## config.mk

```make
export PLATFORM = sky130hd
export DESIGN_NAME = axis_hdr_insert_param
export DESIGN_NICKNAME = d
export VERILOG_FILES = /design/src/rtl/axis_pkg.sv /design/src/rtl/axis_byte_merge.sv /design/src/rtl/axis_hdr_insert_param.sv
export SDC_FILE = /design/constraint.sdc
export NUM_CORES = 1
export LEC_CHECK = 0
export ABC_CLOCK_PERIOD_IN_PS = 8080
export CAP_MARGIN = 20
export CORE_AREA = 2 2 140 142
export CTS_BUF_LIST = sky130_fd_sc_hd__clkbuf_16
export DETAILED_ROUTE_END_ITERATION = 8
export DIE_AREA = 0 0 142 144
export PLACE_DENSITY_LB_ADDON = 0.2
export SYNTH_ARGS = -nofsm -noshare
export SYNTH_HDL_FRONTEND = slang
export SYNTH_SLANG_ARGS = --single-unit
```

## constraint.sdc

```tcl
create_clock -name clk -period 8.08 [get_ports clk]
set_input_delay 0.808 -clock clk [delete_from_list [all_inputs] [get_ports clk]]
set_output_delay 0.808 -clock clk [all_outputs]
set_load 0.005 [all_outputs]
```

## src/rtl/axis_pkg.sv

```systemverilog
// Shared types and byte-count helpers for the AXI-Stream header inserter.
// Masks are computed at the widest supported stream (64 bytes); callers truncate.
package axis_pkg;

    localparam int MAX_BYTES = 64;

    typedef logic [MAX_BYTES-1:0] kmask_t;
    typedef logic [7:0]           bcnt_t;

    typedef enum logic [1:0] {
        IDLE   = 2'd0,
        STREAM = 2'd1,
        FLUSH  = 2'd2
    } state_t;

    function automatic bcnt_t popcount(input kmask_t v);
        bcnt_t c;
        c = '0;
        for (int i = 0; i < MAX_BYTES; i++) begin
            c = c + bcnt_t'(v[i]);
        end
        return c;
    endfunction

    function automatic kmask_t low_mask(input bcnt_t n);
        kmask_t m;
        m = '0;
        for (int i = 0; i < MAX_BYTES; i++) begin
            if (i < int'(n)) m[i] = 1'b1;
        end
        return m;
    endfunction

    // Top n bits of a width-bit keep field (the first n bytes on the wire).
    function automatic kmask_t top_mask(input bcnt_t n, input bcnt_t width);
        kmask_t m;
        m = '0;
        for (int i = 0; i < MAX_BYTES; i++) begin
            if (i < int'(width) && i + int'(n) >= int'(width)) m[i] = 1'b1;
        end
        return m;
    endfunction

endpackage

```

## src/rtl/axis_byte_merge.sv

```systemverilog
// Combinational byte merge: prepends the residual bytes to a beat, masks dead lanes,
// and extracts the low bytes that carry over into the next beat.
module axis_byte_merge
    import axis_pkg::*;
#(
    parameter int DATA_WD = 32
) (
    input  logic [DATA_WD-1:0]   residual,
    input  logic [DATA_WD-1:0]   data,
    input  logic [7:0]           shift,
    input  logic [DATA_WD/8-1:0] keep,
    output logic [DATA_WD-1:0]   merged,
    output logic [DATA_WD-1:0]   tail
);

    localparam int BYTE_WD = DATA_WD / 8;

    logic [BYTE_WD-1:0] low_keep;
    logic [DATA_WD-1:0] lane_mask;
    logic [DATA_WD-1:0] low_lanes;

    always_comb begin
        low_keep  = BYTE_WD'(low_mask(shift));
        lane_mask = '0;
        low_lanes = '0;
        for (int i = 0; i < BYTE_WD; i++) begin
            lane_mask[8*i +: 8] = {8{keep[i]}};
            low_lanes[8*i +: 8] = {8{low_keep[i]}};
        end
        // Residual sits in the low shift bytes; shifting the pair right leaves it on top.
        merged = DATA_WD'({residual, data} >> {shift, 3'b000}) & lane_mask;
        tail   = data & low_lanes;
    end

endmodule

```

## src/rtl/axis_hdr_insert_param.sv

```systemverilog
// Inserts a variable-length header (0..BYTE_WD bytes) in front of each payload packet,
// realigning the payload bytes and emitting a trailing flush beat when the tail overflows.
module axis_hdr_insert_param
    import axis_pkg::*;
#(
    parameter int DATA_WD = 32,
    parameter int BYTE_WD = DATA_WD / 8,
    parameter int CNT_WD  = 16
) (
    input  logic               clk,
    input  logic               rst_n,
    input  logic               valid_in,
    input  logic [DATA_WD-1:0] data_in,
    input  logic [BYTE_WD-1:0] keep_in,
    input  logic               last_in,
    output logic               ready_in,
    input  logic               valid_insert,
    input  logic [DATA_WD-1:0] header_insert,
    input  logic [BYTE_WD-1:0] keep_insert,
    output logic               ready_insert,
    output logic               valid_out,
    output logic [DATA_WD-1:0] data_out,
    output logic [BYTE_WD-1:0] keep_out,
    output logic               last_out,
    input  logic               ready_out,
    output logic [CNT_WD-1:0]  pkt_cnt
);

    localparam bcnt_t BYTES = bcnt_t'(BYTE_WD);

    // Handshake rule on all three ports: a beat transfers on a rising clk edge where
    // valid and ready are both high; valid never waits on ready.
    state_t             state;
    logic [DATA_WD-1:0] residual;
    bcnt_t              hdr_bytes;
    bcnt_t              flush_bytes;

    bcnt_t              hdr_cnt;
    bcnt_t              in_cnt;
    bcnt_t              total;
    bcnt_t              shift;
    logic               fits;
    logic               out_free;
    logic               in_fire;
    logic               hdr_fire;
    logic [DATA_WD-1:0] merge_data;
    logic [BYTE_WD-1:0] out_keep;
    logic               out_last;
    logic [DATA_WD-1:0] merged;
    logic [DATA_WD-1:0] tail;

    assign out_free = !valid_out || ready_out;
    assign ready_in = (state == STREAM) && out_free;
    assign in_fire  = valid_in && ready_in;
    assign hdr_fire = valid_insert && ready_insert;

    always_comb begin
        hdr_cnt    = popcount(kmask_t'(keep_insert));
        in_cnt     = popcount(kmask_t'(keep_in));
        total      = hdr_bytes + in_cnt;
        fits       = total <= BYTES;
        shift      = hdr_bytes;
        merge_data = data_in;
        out_keep   = '1;
        out_last   = 1'b0;
        case (state)
            IDLE: begin
                // Reuse the merge tail path to capture the low H header bytes.
                shift      = hdr_cnt;
                merge_data = header_insert;
            end
            FLUSH: begin
                merge_data = '0;
                out_keep   = BYTE_WD'(top_mask(flush_bytes, BYTES));
                out_last   = 1'b1;
            end
            default: begin
                if (last_in && fits) begin
                    out_keep = BYTE_WD'(top_mask(total, BYTES));
                    out_last = 1'b1;
                end
            end
        endcase
    end

    axis_byte_merge #(
        .DATA_WD(DATA_WD)
    ) u_merge (
        .residual(residual),
        .data    (merge_data),
        .shift   (shift),
        .keep    (out_keep),
        .merged  (merged),
        .tail    (tail)
    );

    always_ff @(posedge clk or negedge rst_n) begin
        if (!rst_n) begin
            state        <= IDLE;
            ready_insert <= 1'b0;
            valid_out    <= 1'b0;
            last_out     <= 1'b0;
            data_out     <= '0;
            keep_out     <= '0;
            pkt_cnt      <= '0;
            residual     <= '0;
            hdr_bytes    <= '0;
            flush_bytes  <= '0;
        end else begin
            if (valid_out && ready_out) begin
                valid_out <= 1'b0;
                if (last_out) pkt_cnt <= pkt_cnt + 1'b1;
            end
            case (state)
                IDLE: begin
                    ready_insert <= 1'b1;
                    if (hdr_fire) begin
                        residual     <= tail;
                        hdr_bytes    <= hdr_cnt;
                        ready_insert <= 1'b0;
                        state        <= STREAM;
                    end
                end
                STREAM: begin
                    if (in_fire) begin
                        valid_out <= 1'b1;
                        data_out  <= merged;
                        keep_out  <= out_keep;
                        last_out  <= out_last;
                        residual  <= tail;
                        if (last_in) begin
                            if (fits) begin
                                state        <= IDLE;
                                ready_insert <= 1'b1;
                            end else begin
                                flush_bytes <= total - BYTES;
                                state       <= FLUSH;
                            end
                        end
                    end
                end
                FLUSH: begin
                    if (out_free) begin
                        valid_out    <= 1'b1;
                        data_out     <= merged;
                        keep_out     <= out_keep;
                        last_out     <= 1'b1;
                        state        <= IDLE;
                        ready_insert <= 1'b1;
                    end
                end
                default: begin
                    state <= IDLE;
                end
            endcase
        end
    end

endmodule

```

==> results by group, run 1 <==
Status
  – Outcome: completed

Drt
  – Routed Antenna Nets: 0
  – Avg WL per Cell: 21.3 microns
  – Residual DRC: 0
  – Starting DRT DRC Count: 693
  – Vias per cell: 5.90
  – Detailed Routing Iterations Pass 1: 6
  – Final WL: 24000 microns
  – Vias: 6634

Placed design
  – Place WS: 3.56 ns
  – GPL Wtd Cong: 0.914
  – Input/output buffers: 133
  – Detail Placement HPWL: 17300 microns

Logic synthesis
  – Post-Syn Nets: 891
  – #FFs+latches synth: 97
  – Most common cell in the netlist: dfrtp_1
  – Top-area cell type share of the netlist area: 0.334
  – Yosys top cell by area: dfrtp_1
  – Synthesized cell area: 7270 sq um
  – Cells after Synth: 791
  – Seq/Total Area, Yosys: 0.334
  – Post-synth EDFFs: 0
  – Asr flop ratio synth: 1.00
  – Avg Inst Size Synth: 9.19 sq um
  – Post-synth top flop: dfrtp_1
  – Synth cell count leaders: dfrtp_1 (97), nand2_1 (91), o21ai_0 (55)
  – Post-synthesis cell type count: 68
  – Synth area leaders: dfrtp_1 (33%), mux2_2 (5.9%), mux2i_1 (5.0%)
  – YS warnings: 0

Clock tree
  – Cts bufs inserted: 9
  – CTS root buffer: clkbuf_16
  – Setup repair bufs after CTS: 0
  – Clock-pin slew on the worst setup and hold paths: 0.07 ns
  – Clk sinks: 97
  – Clock Tree Buf Depth: 2
  – H-tree Lvls: 3
  – Resize count post-CTS: 0
  – Hold-fix buffers, CTS: 0
  – CTS tree: done
  – Clock insertion delay at the later pin of the skew report: 0.36 ns

Final layout
  – Share of layout cells above drive strength 1: 0.105
  – Nets@finish: 982
  – Util after Layout: 0.472
  – Antenna diode count: 0
  – Area grow syn2layout: 23.9%
  – Register area: 2430 sq um
  – Fillcell total: 1767
  – Area of the multi-input gates: 4460 sq um

STA
  – Slew HR: 0.316
  – Max Fclk: 243 MHz
  – Hold Fails Final Rpt: 0
  – Worst Setup Slack, final: 3.96 ns
  – RSZ-0062 raised after global routing: false
  – Final worst path period need: 4.12 ns
  – Slew Limit Fails: 0
  – Slew @ Worst Pin: 1.03 ns
  – Period utilization: 0.510
  – Clk_skew: 0.00549 ns
  – # setup viols final: 0
  – Setup tns final: 0 ns

Power and ir drop
  – Design Power: 0.00369 W
  – Power per Cell Area: 409 nW/um^2
  – Leakage: 3.62 nW
  – Worst ir drop on vdd: 194 uV

Critical path
  – Crit path required time: 8.33 ns
  – Critical Path Sink Type: flip-flop
  – R2R depth: 8
  – CP max stage delay: 0.56 ns
  – Critical-path cell list: clkdlybuf4s50_1 > fa_1 > inv_1 > fa_1 > inv_1 > fa_1 > xor2_4 > inv_2 > ha_1 > o211ai_1 > mux2i_1 > a311o_1 > o41ai_2
  – Crit path arrival time: 4.37 ns
  – Critical path fanouts, max: 9
  – CP max stage cell: a311o_1
  – CP most frequent cell: fa_1
  – Crit Path Class: input port to flip-flop
  – Startpoint types: input port

Floorplan
  – Die height: 144 microns
  – FP Rows: 51
  – DIE AREA: 20400 sq um
  – DIE WIDTH: 142 microns
  – I/O pin cnt: 134
  – Core area: 19100 sq um
  – Starting density of the core: 0.381

GRT
  – Initial antenna violation count: 0
  – Remaining Overflow, GRT: 0
  – First-pass GRT wire length: 37000 microns
  – Largest net degree at the start of global routing: 110
  – Vias in the first global route: 6128
  – Tot GR Track Use: 0.237

Worst hold path
  – Hold Crit Class: input port to asynchronous set/reset pin

Job
  – Max-cap violation count: 0
==> through the flow <==
step | instance area [sq um] | hold WS (ns) | cells
after CTS | 9010 | 0.374 | 1125
after global placement | 8680 | 0.463 | 1109
after floorplan | 7270 | 0.468 | 791
after detailed placement | 8680 | 0.466 | 1109
after global routing | 9010 | 0.386 | 1125
final | 9010 | 0.368 | 1125
==> kinds of logic (layout without fill, tap and decap cells) <==
family,after synthesis,in the layout,synth area share
adder cells (fa/ha/maj),22,22,0.0420
AND/OR/NAND/NOR,204,204,0.142
flip-flops,97,97,0.334
AO/OA/AOI/OAI,287,287,0.287
multiplexers,75,75,0.112
XOR/XNOR,19,19,0.0255
buffers and inverters,87,183,0.0576
==> registers in the layout, summed over array words and instances (netlist names) <==
signal,cells
pkt_cnt,16
keep_out,4
ready_insert,1
hdr_bytes,3
valid_out,1
flush_bytes,5
residual,32
last_out,1
state,2
data_out,32
==> metal layers <==
| metal | up-vias | global-route usage | wire [microns] | part of all wire |
|---|---|---|---|---|
| met3 | 21 | 0.0384 | 1860 | 0.078 |
| met5 | - | 0 | 0 | 0 |
| met4 | 0 | 0.0684 | 455 | 0.019 |
| met1 | 3202 | 0.366 | 11600 | 0.48 |
| met2 | 262 | 0.337 | 10100 | 0.42 |
| li1 | 3149 | - | - | - |
==> where the power goes <==
group	internal, W	switching (W)
registers	0.000675	0.000230
logic	0.000956	0.00134
clock network	0.000275	0.000208
==> layout by cell type, fill, tap and decap left out, types with 21 or more instances in the layout <==
| cell type | instances |
|---|---|
| clkdlybuf4s50_1 | 132 |
| dfrtp_1 | 96 |
| nand2_1 | 91 |
| o21ai_0 | 55 |
| a21oi_1 | 44 |
| mux2_2 | 38 |
| mux2i_1 | 36 |
| o31ai_1 | 32 |
| nor3b_1 | 27 |
| nor2_1 | 24 |
| a22o_1 | 24 |
| inv_1 | 21 |
==> worst paths after layout <==
path | startpoint | to | slack (ns)
min in group clk | keep_out[3] | keep_out[3] | 0.48
max in group asynchronous | rst_n | data_out[4] | 6.46
setup reg to reg | state[0] | data_out[0] | 4.58
setup / recovery | keep_in[0] | data_out[13] | 3.96
hold / removal | rst_n | flush_bytes[6] | 0.37
hold reg to reg | keep_out[3] | keep_out[3] | 0.48
==> cell type report <==
| type | count | share of cell area |
|---|---|---|
| tap | 238 | 0.0331 |
| inverter | 22 | 0.00917 |
| sequential | 97 | 0.270 |
| timing repair buffer | 145 | 0.157 |
| clock buffer | 9 | 0.0250 |
| multi-input combinational | 607 | 0.495 |
| clock inverter | 7 | 0.0111 |
==> critical path, delay by kind of cell <==
kind,cells,cell delay (ns)
XOR/XNOR,1,0.24
buffers and inverters,4,0.65
adder cells (fa/ha/maj),4,1.44
AO/OA/AOI/OAI,3,1.11
multiplexers,1,0.12
Note: power is estimated with default switching activity, not from simulation.
==> inputs of run 2 (changes only) <==
--- a/config.mk
+++ b/config.mk
@@ -5,7 +5,7 @@
 export SDC_FILE = /design/constraint.sdc
 export NUM_CORES = 1
 export LEC_CHECK = 0
-export ABC_CLOCK_PERIOD_IN_PS = 8080
+export ABC_CLOCK_PERIOD_IN_PS = 3300
 export CAP_MARGIN = 20
 export CORE_AREA = 2 2 140 142
 export CTS_BUF_LIST = sky130_fd_sc_hd__clkbuf_16
==> constraint.sdc (replaced) <==
create_clock -name clk -period 3.3 [get_ports clk]
set_input_delay 0.33 -clock clk [delete_from_list [all_inputs] [get_ports clk]]
set_output_delay 0.33 -clock clk [all_outputs]
set_load 0.005 [all_outputs]
==> run 2 against run 1 <==
  * Worst hold slack lost 0.33 ns
  * Sequential power grew 140%
  * Global-route usage grew 0.46 points
  * Clock power grew 120%
  * Final cell count grew 4.8%
  * Largest cell class unchanged
  * Highest routed layer unchanged
==> results by group, run 2 (synthesized netlist as in run 1, its figures left out) <==
Status
  – Outcome: completed (unchanged)

STA
  – Slew Limit Fails: 0 (unchanged)
  – Period utilization: 0.954
  – Minimum hold slack: 0.0356 ns (was 0.368 ns)
  – Clk_skew: 0.00713 ns (was 0.00549 ns)
  – Max Fclk: 317 MHz
  – Slew @ Worst Pin: 0.786 ns (was 1.03 ns)
  – RSZ-0062 raised after global routing: false (unchanged)
  – Final worst path period need: 3.15 ns
  – Slew HR: 0.476 (was 0.316)
  – Hold Fails Final Rpt: 0 (unchanged)
  – Setup tns final: 0 ns (unchanged)
  – # setup viols final: 0 (unchanged)

Drt
  – DR WL met2: 10700 microns (was 10100 microns)
  – Routed Antenna Nets: 0 (unchanged)
  – Avg WL per Cell: 20.8 microns (was 21.3 microns)
  – Top sig layer: met4 (unchanged)
  – Starting DRT DRC Count: 730 (was 693)
  – Vias per cell: 5.86 (was 5.90)
  – Residual DRC: 0 (unchanged)
  – Final WL: 24600 microns (was 24000 microns)
  – Met3 wire len: 1910 microns (was 1860 microns)
  – M1 WL: 11700 microns (was 11600 microns)
  – Detailed Routing Iterations Pass 1: 5 (was 6)
  – Vias: 6909 (was 6634)

Critical path
  – Crit path arrival time: 3.41 ns (was 4.37 ns)
  – Crit Path Class: input port to flip-flop (unchanged)
  – FF-to-FF Start: hdr_bytes[0] (was state[0])
  – Critical path fanouts, max: 9 (unchanged)
  – Critical Path Sink Type: flip-flop (unchanged)
  – Startpoint types: input port (unchanged)
  – R2R depth: 11 (was 8)
  – Reg2Reg Setup Slack: 0.38 ns (was 4.58 ns)
  – CP Launch Point: keep_in[0] (unchanged)
  – Crit path required time: 3.56 ns (was 8.33 ns)

Power and ir drop
  – Worst ir drop on vdd: 375 uV (was 194 uV)
  – Leakage: 3.89 nW (was 3.62 nW)
  – Power per Cell Area: 1010 nW/um^2 (was 409 nW/um^2)

GRT
  – Initial antenna violation count: 0 (unchanged)
  – Vias in the first global route: 6557 (was 6128)
  – Largest net degree at the start of global routing: 98 (was 110)
  – First-pass GRT wire length: 38200 microns (was 37000 microns)
  – Tot GR Track Use: 0.241 (was 0.237)
  – Remaining Overflow, GRT: 0 (unchanged)

Final layout
  – Fillcell total: 1828 (was 1767)
  – Most frequent cells in the layout: clkdlybuf4s50_1 (129), dfrtp_1 (96), nand2_1 (91) (was clkdlybuf4s50_1 (132), dfrtp_1 (96), nand2_1 (91))
  – Nets@finish: 1036 (was 982)
  – Area grow syn2layout: 29.9% (was 23.9%)
  – Share of layout cells above drive strength 1: 0.163 (was 0.105)
  – Commonest non-fill, non-tap cell in the layout: clkdlybuf4s50_1 (unchanged)
  – Area of the multi-input gates: 4470 sq um (was 4460 sq um)
  – Top Registers: data_out x32, residual x32, pkt_cnt x16 (unchanged)
  – Register area: 2430 sq um (unchanged)
  – Antenna diode count: 0 (unchanged)

Placed design
  – Input/output buffers: 133 (unchanged)
  – Detail Placement HPWL: 18300 microns (was 17300 microns)
  – GPL Wtd Cong: 0.907 (was 0.914)

Worst hold path
  – Hold Crit Class: input port to asynchronous set/reset pin (unchanged)

Clock tree
  – Hold-fix buffers, CTS: 0 (unchanged)
  – Clock-pin slew on the worst setup and hold paths: 0.08 ns (was 0.07 ns)
  – Clock Tree Buf Depth: 2 (unchanged)
  – Clock insertion delay at the later pin of the skew report: 0.36 ns (about the same)
  – CTS root buffer: clkbuf_16 (unchanged)
  – Cts bufs inserted: 9 (unchanged)
  – CTS tree: done (unchanged)
  – Clk sinks: 97 (unchanged)
  – H-tree Lvls: 3 (unchanged)

Floorplan
  – DIE WIDTH: 142 microns (unchanged)
  – I/O pin cnt: 134 (unchanged)
  – DIE AREA: 20400 sq um (unchanged)
  – Starting density of the core: 0.381 (unchanged)
  – Core area: 19100 sq um (unchanged)
  – Die height: 144 microns (unchanged)
  – FP Rows: 51 (unchanged)

Job
  – Max-cap violation count: 0 (unchanged)
## run 2: changes by cell type in the layout (fill, tap and decap cells not counted), moves of 3 or more
cell / change
inv_8: +3
dlygate4sd2_1: +3
buf_12: +5
buf_4: +49
clkdlybuf4s50_1: -3
## run 2: power by group
| part | switching [W] | internal (W) | total [W] |
|---|---|---|---|
| sequential | 0.000492 | 0.00165 | 0.00214 |
| clock | 0.000534 | 0.000530 | 0.00106 |
| combinational | 0.00351 | 0.00284 | 0.00635 |
| total | 0.00454 | 0.00502 | 0.00956 |
## run 2: repair_timing
| item | in CTS | in global routing |
|---|---|---|
| endpoints found under the setup margin | 8 | 0 |
| buffers inserted | 1 | 0 |
| resized for setup | 10 | 0 |
## run 2: layout make-up
class	count	share of cell area
clock buffers	9	0.0238
inverters	22	0.00874
flip-flops and latches	97	0.257
multi-input cells	607	0.473
repair buffers	199	0.199
well taps	238	0.0315
clock inverters	7	0.00662
## run 2: path summary, 6_finish.rpt
path                                      to
worst max-delay path            data_out[15]
worst min-delay path              pkt_cnt[0]
worst max register to register  data_out[15]
worst min register to register   pkt_cnt[15]
max in group asynchronous       hdr_bytes[0]
min in group clk                 pkt_cnt[15]
## run 2: routing by layer
| metal | track usage | vias up |
|---|---|---|
| li1 | - | 3256 |
| met1 | 0.360 | 3365 |
| met2 | 0.365 | 270 |
| met3 | 0.0450 | 18 |
| met4 | 0.0495 | 0 |
| met5 | 0 | - |
## run 2: worst max-delay path, cell delays in order
cell           delay (ns)
dlygate4sd2_1        0.25
fa_1                 0.46
inv_1                0.08
fa_2                 0.20
inv_2                0.04
fa_2                 0.56
inv_2                0.04
ha_2                 0.17
and2_4               0.14
o211a_1              0.24
a311o_1              0.40
buf_12               0.16
o41ai_2              0.33
## run 2: per-stage QoR
stage	utilization	total power, W	area, sq um	setup WS [ns]	std cells
floorplan	-	0.00600	7270	0.0320	791
global placement	0.479	0.00833	9140	-0.446	1162
detailed placement	0.479	0.00837	9140	-0.518	1162
CTS	0.495	0.00950	9450	0.150	1179
global route	0.495	0.0102	9450	0.00760	1179
finish	0.495	0.00956	9450	0.150	1179
==> inputs of run 3 (changes only) <==
--- a/config.mk
+++ b/config.mk
@@ -5,13 +5,14 @@
 export SDC_FILE = /design/constraint.sdc
 export NUM_CORES = 1
 export LEC_CHECK = 0
+export ABC_AREA = 1
 export ABC_CLOCK_PERIOD_IN_PS = 3300
 export CAP_MARGIN = 20
-export CORE_AREA = 2 2 140 142
+export CORE_AREA = 3 3 136 138
 export CTS_BUF_LIST = sky130_fd_sc_hd__clkbuf_16
 export DETAILED_ROUTE_END_ITERATION = 8
-export DIE_AREA = 0 0 142 144
-export PLACE_DENSITY_LB_ADDON = 0.2
+export DIE_AREA = 0 0 139 141
+export PLACE_DENSITY = 0.72
 export SYNTH_ARGS = -nofsm -noshare
 export SYNTH_HDL_FRONTEND = slang
 export SYNTH_SLANG_ARGS = --single-unit
==> run 3 against run 2 <==
  * Routed wire length decreased by 17%
  * Highest routed layer unchanged
  * Sequential cell count unchanged
  * Final cell count increased by 16%
  * Via count increased by 2.3%
  * Non-clock buffer count decreased by 31
  * Critical endpoint is now data_out[23]
  * Global-route usage decreased by 3.3 points
==> results by group, run 3 <==
Floorplan
  – I/O pin cnt: 134 (unchanged)
  – Die height: 141 microns (was 144 microns)
  – FP Rows: 48 (was 51)
  – DIE AREA: 19600 sq um (was 20400 sq um)
  – Starting density of the core: 0.392 (was 0.381)
  – Core area: 17300 sq um (was 19100 sq um)
  – DIE WIDTH: 139 microns (was 142 microns)

Clock tree
  – CTS tree: done (unchanged)
  – Cts bufs inserted: 9 (unchanged)
  – Clock insertion delay at the later pin of the skew report: 0.35 ns (was 0.36 ns)
  – Clock-pin slew on the worst setup and hold paths: 0.07 ns (was 0.08 ns)
  – CTS root buffer: clkbuf_16 (unchanged)
  – Clock Tree Buf Depth: 2 (unchanged)
  – Clk sinks: 97 (unchanged)
  – H-tree Lvls: 3 (unchanged)

Drt
  – Final WL: 20400 microns (was 24600 microns)
  – Vias per cell: 5.19 (was 5.86)
  – Starting DRT DRC Count: 607 (was 730)
  – Avg WL per Cell: 15.0 microns (was 20.8 microns)
  – Residual DRC: 0 (unchanged)
  – Vias: 7068 (was 6909)
  – Detailed Routing Iterations Pass 1: 5 (unchanged)
  – Routed Antenna Nets: 0 (unchanged)

Placed design
  – Placed Area: 8470 sq um (was 9140 sq um)
  – Place WS: -0.289 ns (was -0.518 ns)
  – Detail Placement HPWL: 14900 microns (was 18300 microns)
  – Input/output buffers: 133 (unchanged)
  – GPL Wtd Cong: 0.883 (was 0.907)

Logic synthesis
  – Largest family of logic cells by synthesized area: simple AND/OR/NAND/NOR gates (was compound AO/OA/AOI/OAI gates)
  – Simple-gate share of the synthesized area: 0.413 (was 0.142)
  – Asr flop ratio synth: 1.00 (unchanged)
  – Compound-gate portion of the synthesized area: 0.0739 (was 0.287)
  – Seq/Total Area, Yosys: 0.358 (was 0.334)
  – Top-area cell type share of the netlist area: 0.358 (was 0.334)
  – Post-synthesis xor/xnor area fraction: 0.0194 (was 0.0255)
  – Post-synth EDFFs: 0 (unchanged)
  – YS warnings: 0 (unchanged)
  – Post-synth top flop: dfrtp_1 (unchanged)
  – Post-synthesis cell type count: 40 (was 68)
  – Avg Inst Size Synth: 6.82 sq um (was 9.19 sq um)
  – #FFs+latches synth: 97 (unchanged)
  – Yosys top cell by area: dfrtp_1 (unchanged)
  – Synth area leaders: dfrtp_1 (36%), nand2_1 (21%), nand3_1 (13%) (was dfrtp_1 (33%), mux2_2 (5.9%), mux2i_1 (5.0%))
  – Post-Syn Nets: 1096 (was 891)
  – Most common cell in the netlist: nand2_1 (was dfrtp_1)
  – Synthesized-area fraction occupied by adder cells: 0.0450 (was 0.0420)
  – Cells after Synth: 996 (was 791)
  – Synth cell count leaders: nand2_1 (372), nand3_1 (179), dfrtp_1 (97) (was dfrtp_1 (97), nand2_1 (91), o21ai_0 (55))
  – Synthesized cell area: 6790 sq um (was 7270 sq um)
  – Mux cell area share after synthesis: 0.00166 (was 0.112)

Critical path
  – Worst R2R End: data_out[23] (was data_out[15])
  – Crit Path Class: input port to flip-flop (unchanged)
  – CP most frequent cell: inv_1
  – Reg2Reg Setup Slack: 0.63 ns (was 0.38 ns)
  – Crit path required time: 3.54 ns (was 3.56 ns)
  – Startpoint types: input port (unchanged)
  – Critical Path Sink Type: flip-flop (unchanged)
  – CP max stage delay: 0.51 ns (was 0.56 ns)
  – CP bufs+invs: 6 (was 5)
  – Critical-path cell list: clkdlybuf4s50_1 > fa_1 > inv_1 > fa_2 > inv_2 > fa_2 > inv_1 > ha_1 > nand2_1 > inv_1 > nand3_2 > a21oi_4 > nand4_1 > buf_2 > nand3_1 > nand2_1 (was dlygate4sd2_1 > fa_1 > inv_1 > fa_2 > inv_2 > fa_2 > inv_2 > ha_2 > and2_4 > o211a_1 > a311o_1 > buf_12 > o41ai_2)
  – Crit path arrival time: 3.37 ns (was 3.41 ns)
  – Setup crit end: data_out[23] (was data_out[15])
  – Critical path fanouts, max: 4 (was 9)
  – R2R depth: 14 (was 11)
  – CP Launch Point: keep_in[1] (was keep_in[0])
  – FF-to-FF Start: hdr_bytes[0] (unchanged)
  – CP Depth: 16 (was 13)
  – CP max stage cell: fa_1 (was fa_2)
  – CP delay by family, top: adder cells (unchanged)

STA
  – # setup viols final: 0 (unchanged)
  – Clk_skew: 0.0104 ns (was 0.00713 ns)
  – Hold Fails Final Rpt: 0 (unchanged)
  – Final worst path period need: 3.13 ns (was 3.15 ns)
  – Worst Setup Slack, final: 0.168 ns (was 0.150 ns)
  – Slew HR: 0.487 (was 0.476)
  – Setup tns final: 0 ns (unchanged)
  – Slew Limit Fails: 0 (unchanged)
  – Period utilization: 0.949 (was 0.954)
  – Max Fclk: 319 MHz (was 317 MHz)
  – Slew @ Worst Pin: 0.768 ns (was 0.786 ns)

Final layout
  – Nets@finish: 1233 (was 1036)
  – Share of layout cells above drive strength 1: 0.0844 (was 0.163)
  – Most frequent cells in the layout: nand2_1 (370), nand3_1 (178), clkdlybuf4s50_1 (131) (was clkdlybuf4s50_1 (129), dfrtp_1 (96), nand2_1 (91))
  – Post-route cell area: 8830 sq um (was 9450 sq um)
  – Util after Layout: 0.511 (was 0.495)
  – Antenna diode count: 0 (unchanged)
  – Top Registers: data_out x32, residual x32, pkt_cnt x16 (unchanged)
  – Commonest non-fill, non-tap cell in the layout: nand2_1 (was clkdlybuf4s50_1)
  – Fillcell total: 1706 (was 1828)
  – Area grow syn2layout: 30.1% (was 29.9%)

Worst hold path
  – Hold Crit Class: input port to asynchronous set/reset pin (unchanged)

GRT
  – Remaining Overflow, GRT: 0 (unchanged)
  – Initial antenna violation count: 0 (unchanged)
  – Largest net degree at the start of global routing: 65 (was 98)
  – Vias in the first global route: 6811 (was 6557)
  – First-pass GRT wire length: 33600 microns (was 38200 microns)
  – Tot GR Track Use: 0.208 (was 0.241)

Power and ir drop
  – Worst ir drop on vdd: 489 uV (was 375 uV)
  – Power per Cell Area: 1090 nW/um^2 (was 1010 nW/um^2)
  – Leakage: 4.35 nW (was 3.89 nW)

Status
  – Outcome: completed (unchanged)

Job
  – Max-cap violation count: 0 (unchanged)
run 3: per-stage QoR:
step	cells	total power (W)	hold slack, ns
2_1_floorplan	996	0.00611	0.0344
3_3_place_gp	1346	0.00820	0.415
3_5_place_dp	1346	0.00832	0.420
4_1_cts	1362	0.00954	0.0310
5_1_grt	1363	0.0105	0.0469
6_report	1363	0.00961	0.0107
run 3: kinds of logic (layout without fill, tap and decap cells):
group	after synthesis	in the layout
AO/OA/AOI/OAI	89	89
flip-flops	97	97
AND/OR/NAND/NOR	641	641
buffers and inverters	131	273
adder cells (fa/ha/maj)	22	22
multiplexers	1	1
XOR/XNOR	15	15
run 3: final cells by class:
| class | count | area (sq um) | area share |
|---|---|---|---|
| tap | 225 | 282 | 0.0319 |
| inverter | 89 | 342 | 0.0387 |
| timing repair buffer | 168 | 1670 | 0.189 |
| sequential | 97 | 2430 | 0.275 |
| multi-input combinational | 768 | 3790 | 0.429 |
| clock buffer | 9 | 225 | 0.0255 |
| clock inverter | 7 | 100 | 0.0113 |
run 3: worst min path at each step:
stage	start	end	slack, ns
floorplan	rst_n	data_out[0]	0.03
global placement	rst_n	data_out[1]	0.41
detailed placement	rst_n	data_out[1]	0.42
CTS	rst_n	data_out[1]	0.03
global route	rst_n	data_out[1]	0.05
finish	rst_n	data_out[1]	0.01
run 3: timing repair:
action                     4_1_cts  5_1_grt
hold buffers                     0        0
resized for setup                0       12
setup endpoints to repair        0       37
setup buffers                    0        0
run 3: routing by layer:
metal	up-vias	track usage	wire, microns
li1	3476	-	-
met1	3234	0.290	9160
met4	0	0.0716	490
met3	41	0.0370	1680
met2	317	0.328	9090
met5	-	0	0
run 3: power breakdown:
part	total (W)	switching (W)	internal, W
Combinational	0.00649	0.00409	0.00240
Sequential	0.00195	0.000306	0.00164
Clock	0.00117	0.000499	0.000673
